File: config.mk
export PLATFORM = sky130hd
export DESIGN_NAME = alu_op_sequencer
export DESIGN_NICKNAME = d
export VERILOG_FILES = /design/src/rtl/alu_op_sequencer.sv
export SDC_FILE = /design/constraint.sdc
export NUM_CORES = 1
export LEC_CHECK = 0
export BUFFER_PORTS_ARGS = -buffer_cell sky130_fd_sc_hd__clkbuf_2
export CELL_PAD_IN_SITES_DETAIL_PLACEMENT = 2
export CELL_PAD_IN_SITES_GLOBAL_PLACEMENT = 2
export CORE_MARGIN = 2
export CORE_UTILIZATION = 30
export CTS_CLUSTER_DIAMETER = 100
export DETAILED_ROUTE_END_ITERATION = 10
export PLACE_DENSITY_LB_ADDON = 0.1
export REMOVE_ABC_BUFFERS = 1
export SYNTH_ARGS = -nofsm -noshare
export SYNTH_HDL_FRONTEND = slang
export SYNTH_SLANG_ARGS = --single-unit
File: constraint.sdc
create_clock -name clk -period 3.57 [get_ports clk]
set_input_delay 0.357 -clock clk [delete_from_list [all_inputs] [get_ports clk]]
set_output_delay 0.357 -clock clk [all_outputs]
set_load 0.05 [all_outputs]
File: src/rtl/alu_op_sequencer.sv
// Multi-cycle ALU control sequencer: accepts one instruction per handshake and steps it
// through operand fetch, execute and write-back, driving reg-file/latch/ALU strobes.
module alu_op_sequencer #(
  parameter int MULDIV_CYCLES = 4,
  parameter int SEL_W         = 4
) (
  input  logic             clk,
  input  logic             clr,
  input  logic             instr_valid,
  output logic             instr_ready,
  input  logic [4:0]       opcode,
  input  logic [SEL_W-1:0] ra,
  input  logic [SEL_W-1:0] rb,
  input  logic [SEL_W-1:0] rc,
  output logic [SEL_W-1:0] reg_sel,
  output logic             rout,
  output logic             a_en,
  output logic             b_en,
  output logic [4:0]       alu_ctrl,
  output logic             alu_en,
  output logic             zout,
  output logic             rin,
  output logic             done,
  output logic             illegal
);

  localparam int CNT_W = (MULDIV_CYCLES > 1) ? $clog2(MULDIV_CYCLES) : 1;

  typedef enum logic [2:0] {
    S_IDLE,
    S_FETCH_A,
    S_FETCH_B,
    S_EXEC,
    S_WB,
    S_ERR
  } state_t;

  state_t           r_state;
  logic [CNT_W-1:0] r_cnt;
  logic [4:0]       r_op;
  logic [SEL_W-1:0] r_ra;
  logic [SEL_W-1:0] r_rb;
  logic [SEL_W-1:0] r_rc;

  state_t           w_nextState;
  logic [CNT_W-1:0] w_nextCnt;
  logic [CNT_W-1:0] w_execLoad;
  logic [4:0]       w_nextOp;
  logic [SEL_W-1:0] w_nextRa;
  logic [SEL_W-1:0] w_nextRb;
  logic [SEL_W-1:0] w_nextRc;

  function automatic logic isUnary(input logic [4:0] op);
    return (op >= 5'd4 && op <= 5'd7) || op == 5'd10 || op == 5'd11;
  endfunction

  function automatic logic isMulDiv(input logic [4:0] op);
    return op == 5'd2 || op == 5'd3;
  endfunction

  function automatic logic isLegal(input logic [4:0] op);
    return op <= 5'd11;
  endfunction

  assign w_execLoad = isMulDiv(r_op) ? CNT_W'(MULDIV_CYCLES - 1) : '0;

  always_comb begin
    w_nextState = r_state;
    w_nextCnt   = r_cnt;
    w_nextOp    = r_op;
    w_nextRa    = r_ra;
    w_nextRb    = r_rb;
    w_nextRc    = r_rc;
    case (r_state)
      S_IDLE: begin
        if (instr_valid) begin
          w_nextOp    = opcode;
          w_nextRa    = ra;
          w_nextRb    = rb;
          w_nextRc    = rc;
          w_nextState = isLegal(opcode) ? S_FETCH_A : S_ERR;
        end
      end
      S_FETCH_A: begin
        w_nextState = isUnary(r_op) ? S_EXEC : S_FETCH_B;
        w_nextCnt   = w_execLoad;
      end
      S_FETCH_B: begin
        w_nextState = S_EXEC;
        w_nextCnt   = w_execLoad;
      end
      S_EXEC: begin
        if (r_cnt == '0) w_nextState = S_WB;
        else             w_nextCnt   = r_cnt - CNT_W'(1);
      end
      S_WB:    w_nextState = S_IDLE;
      S_ERR:   w_nextState = S_IDLE;
      default: w_nextState = S_IDLE;
    endcase
  end

  // Outputs are decoded from the next state so every strobe is a flop output.
  always_ff @(posedge clk) begin
    if (!clr) begin
      r_state     <= S_IDLE;
      r_cnt       <= '0;
      r_op        <= '0;
      r_ra        <= '0;
      r_rb        <= '0;
      r_rc        <= '0;
      instr_ready <= 1'b1;
      reg_sel     <= '0;
      rout        <= 1'b0;
      a_en        <= 1'b0;
      b_en        <= 1'b0;
      alu_ctrl    <= '0;
      alu_en      <= 1'b0;
      zout        <= 1'b0;
      rin         <= 1'b0;
      done        <= 1'b0;
      illegal     <= 1'b0;
    end else begin
      r_state     <= w_nextState;
      r_cnt       <= w_nextCnt;
      r_op        <= w_nextOp;
      r_ra        <= w_nextRa;
      r_rb        <= w_nextRb;
      r_rc        <= w_nextRc;
      instr_ready <= 1'b0;
      reg_sel     <= '0;
      rout        <= 1'b0;
      a_en        <= 1'b0;
      b_en        <= 1'b0;
      alu_ctrl    <= '0;
      alu_en      <= 1'b0;
      zout        <= 1'b0;
      rin         <= 1'b0;
      done        <= 1'b0;
      illegal     <= 1'b0;
      case (w_nextState)
        S_IDLE: instr_ready <= 1'b1;
        S_FETCH_A: begin
          reg_sel  <= w_nextRa;
          rout     <= 1'b1;
          a_en     <= 1'b1;
          alu_ctrl <= w_nextOp;
        end
        S_FETCH_B: begin
          reg_sel  <= w_nextRb;
          rout     <= 1'b1;
          b_en     <= 1'b1;
          alu_ctrl <= w_nextOp;
        end
        S_EXEC: begin
          alu_ctrl <= w_nextOp;
          alu_en   <= (w_nextCnt == '0);
        end
        S_WB: begin
          reg_sel  <= w_nextRc;
          zout     <= 1'b1;
          rin      <= 1'b1;
          done     <= 1'b1;
          alu_ctrl <= w_nextOp;
        end
        S_ERR: begin
          done    <= 1'b1;
          illegal <= 1'b1;
        end
        default: instr_ready <= 1'b0;
      endcase
    end
  end

endmodule
After elaboration in Yosys (flattened, before gate mapping):

Cells that the tools add are included.

* magnitude comparators: 3
* $add $sub $neg: 1
* multiplexer cells: 24
* equality and inequality tests: 12
* reductions and logical operators: 14

Operators with widths (number)
* $mux W4: 6
* $eq A3 B2 Y1 const B: 4
* $pmux W3 S4: 1
* $pmux W4 S3: 1
* $eq A5 B2 Y1 const B: 2
* $eq A5 B4 Y1 const B: 2
* $mux W5: 2
* $mux W3: 3
* $mux W1: 8
* $eq A3 B1 Y1 const B: 2
* $eq A3 B3 Y1 const B: 2
* $logic_not A3 Y1: 2
* $reduce_or A2 Y1: 3
* $ge A5 B3 Y1 const B: 1
* $le A5 B3 Y1 const B: 1
* $le A5 B4 Y1 const B: 1
* $logic_not A2 Y1: 2
* $mux W2: 2
* $pmux W2 S2: 1
* $reduce_and A2 Y1: 2
* $reduce_or A4 Y1: 1
* $logic_or A1 B1 Y1: 3
* $sub A2 B1 Y2 const B: 1
* $logic_and A1 B1 Y1: 1

* word-level logic and storage cells: 70
* flip-flop bits (word level): 39
* output and inout port bits: 18
* bits of input ports: 20

Longest topological paths before layout:

* depth after elaboration: 9
* depth in mapped cells: 7
* gate-level depth less buffers: 5

Least setup slack after synthesis:

Ideal clock, no wire load.

* kind: input to register
* from: in instr_valid
* to: reg reg_sel[3]
* path slack: 1933 ps
* stages on the path: 6
* path buffers: 1
* setup time: 70 ps
* data required time: 3500 ps
* arrival time: 1567 ps
* path through: or4b_1 buf_2 nor2_4 or4_4 or2_0 a21oi_1

* longest elaborated chain between the ends: 4
* elaborated cells on any way between the ends: 12
* those cells by class: eq/ne: 3; mux: 9

Ends and longest elaborated chain
* from (decl): line 9 `input logic instr_valid,`
* $mux W3: line 76 `if (instr_valid) begin`
* $pmux W3 S4: line 74 `case (r_state)`
* $eq A3 B3 Y1 (tied with other cells): line 140 `case (w_nextState)`
* $pmux W4 S3 (*): line 140
* to (signal assigned): line 143 `reg_sel <= w_nextRa;`
* to (signal assigned): line 149 `reg_sel <= w_nextRb;`
* to (signal assigned): line 159 `reg_sel <= w_nextRc;`
* to (decl): line 15 `output logic [SEL_W-1:0] reg_sel,`

Mark *: on every way between the ends. The rest lies on a longest branch, timed or not.
A chain may end at the register's enable or synchronous reset.

Final worst setup path:

* from: reg r_state[0]
* to: reg reg_sel[3]

* longest elaborated chain between the ends: 4
* elaborated cells on any way between the ends: 14
* those cells by class: eq/ne: 6; mux: 7; reduce/logical: 1

Ends and longest elaborated chain
* from (decl): line 38 `state_t r_state;`
* from (signal assigned): line 123 `r_state <= w_nextState;`
* $eq A3 B2 Y1 (tied with other cells): line 74
* $pmux W3 S4: line 74
* $eq A3 B3 Y1 (tied with other cells): line 140
* $pmux W4 S3 (*): line 140

Marked as above.

==> metrics.yaml <==
clocking:
  postCtsHoldBufs: 0
  cts.sinks: 39
  clockBufferDepth: 2
  cts_tree: "done"
  post-cts-setup-buffers: 0
  htreeDepth: 2
  clk_pin_slew_ns: 0.08
  ctsResizeCount: 0
  cts_buffers: 5
  cts_root_buf: "clkbuf_8"
  insertion_delay_ns: 0.29
floorplan:
  placementRows: 26
  ios: 38
  start_util_pct: 30.8
  core_area_um2: 5070
  die_area_um2: 5800
  die_x_um: 76.2
  die_h_um: 76.2
sta:
  timing.hold.ws_ns: 0.282
  finalCriticalPeriod_ns: 2.39
  setup_viol: 0
  fin_ws_ns: 1.18
  setup_tns_ns: 0
  timing.fmax_mhz: 419
  worst_slew_pin_slew_ns: 0.843
  maxSlewHeadroom_pct: 43.8
  finalCritPeriodShare_pct: 66.9
  slew_viol_final: 0
  final.setup_skew_ns: 0.00745
  hold_viol_final: 0
  grt_setup_unrepaired: "false"
grt:
  grt_pass1_wl_um: 7220
  grt_pass1_vias: 1453
  antenna_found_initial: 0
  grt-ovfl-total: 0
  grt_util_all_layers_pct: 15.8
  grt_max_degree: 20
setup_path:
  required_ns: 3.80
  cp_cell_sequence: "or4b_1 > nor2_4 > or4_4 > or2_0 > a21oi_1"
  start_kind: "flop"
  path_max_fanout: 19
  cp-end-kind: "flop"
  critPathSlowestCell: "or4b_1"
  crit_type: "flop to flop"
  crit_arrival_ns: 2.61
  slowest_delay_ns: 0.75
finish:
  fin_nets: 231
  num_antenna_cells: 0
  fin_cells: 282
  layout-drive-gt1-share_pct: 23.6
  stdcell_area_um2: 1900
  post-route-util_pct: 37.4
  syn2layout_area_growth_pct: 21.3
route:
  ant_nets: 0
  first_pass_iters: 3
  post_drt_wl_per_cell_um: 15.3
  wl_um: 4310
  via_count: 1367
  vias_per_cell: 4.85
  drc: 0
  detail_route.iter0.violations: 39
hold_path:
  hold_class: "primary input to flop"
yosys:
  yosysWarnings: 0
  synth_top_cell_by_area: "dfxtp_1"
  synth.top_cells.by_count: "39 x dfxtp_1, 27 x nand2_1, 22 x a21oi_1"
  synth-seq-area-share_pct: 50.0
  yosys.area.top_type_share_pct: 50.0
  synth-edff-count: 0
  synth_cell_types: 38
  netlist_top_cells_area: "dfxtp_1 50%, a21oi_1 7.0%, nand2_1 6.5%"
  synthesis.area_um2: 1560
  syn_avg_cell_area_um2: 8.88
  ys_ff_latch: 39
  syn_inst: 176
  synthFlopType: "dfxtp_1"
  async_reset_ff_share_pct: 0
  synth_most_common_cell: "dfxtp_1"
pwr:
  ir_drop_uv: 193
  power.density_nw_per_um2: 585
  p_leak_nw: 0.789
  p_total_mw: 1.11
place:
  dp_worst_setup_slack_ns: 1.17
  placed_area_um2: 1790
  port-buffer-count: 37
  dp_cells: 274
  gp_congestion: 0.788
  dp_hpwl_um: 3250
status:
  status: "finished, final reports clean"
job:
  maxCapViolCount: 0
[power breakdown]
part | total [mW] | leakage [nW] | internal [mW] | switching, mW
clock network | 0.334 | 0.0505 | 0.176 | 0.159
registers | 0.505 | 0.319 | 0.475 | 0.0296
logic | 0.269 | 0.420 | 0.0894 | 0.180
[critical path: cells and delay by family, from the launching register on]
| kind | cells | cell delay (ns) |
|---|---|---|
| AOI/OAI and AO/OA | 1 | 0.15 |
| DFF | 1 | 0.56 |
| and+or+nand+nor | 4 | 1.61 |
[cells by family after synthesis]
| kind of cell | count (synthesis) | share of synthesized area (%) |
|---|---|---|
| xor+xnor | 1 | 0.561 |
| simple gates | 72 | 24.1 |
| flops | 39 | 50.0 |
| buf+inv | 15 | 4.72 |
| compound gates | 44 | 17.5 |
| mux | 5 | 3.20 |
[registers in the layout, summed over array words and instances, names as in the netlist, 2 cells and up]
register / count
alu_ctrl: 5
r_op: 5
r_ra: 4
r_rb: 4
r_rc: 4
reg_sel: 4
r_state: 3
r_cnt: 2
[cells in the final DEF, fill, tap and decap left out, types with 2 or more instances in the layout]
master / count
and2_1: 6
a22oi_1: 3
clkbuf_2: 37
nor3_1: 2
nor3b_1: 2
buf_4: 2
nor4_1: 2
o21ai_0: 3
and3_1: 2
clkbuf_8: 7
nand3_1: 2
o21a_1: 4
o21ai_1: 2
or2_0: 4
inv_1: 4
nor2_1: 12
a21oi_1: 22
dfxtp_1: 39
a2bb2oi_1: 4
or4b_1: 2
nand2_1: 27
mux2i_1: 5
nor2b_1: 4
[per-layer routing]
layer  share of wire (%)  routed length, um  global-route usage, %  up-vias
met4                 1.6                 70                   6.00        0
met3                 3.6                154                   4.27        6
met5                   0                  0                      0        -
met2                  49               2130                   26.9       24
met1                  45               1950                   19.1      664
li1                    -                  -                      -      673
[final cells by class]
type                            instances  area (um^2)
Fill cell                             608         3180
Sequential cell                        39          781
Multi-Input combinational cell        122          708
Timing Repair Buffer                   39          200
Clock buffer                            7         96.3
Tap cell                               70         87.6
Inverter                                4         15.0
Clock inverter                          1         7.51
[final timing paths]
| check | depth (start not counted) | slack [ns] | from | endpoint |
|---|---|---|---|---|
| hold / removal | 3 | 0.28 | rb[1] | r_rb[1]$_SDFF_PN0_ |
| setup reg to reg | 5 | 1.18 | r_state[0]$_SDFF_PN0_ | reg_sel[3]$_SDFF_PN0_ |
| setup / recovery | 5 | 1.18 | r_state[0]$_SDFF_PN0_ | reg_sel[3]$_SDFF_PN0_ |
| hold reg to reg | 2 | 0.46 | r_rc[3]$_SDFF_PN0_ | r_rc[3]$_SDFF_PN0_ |
(Power assumes the default switching activity.)
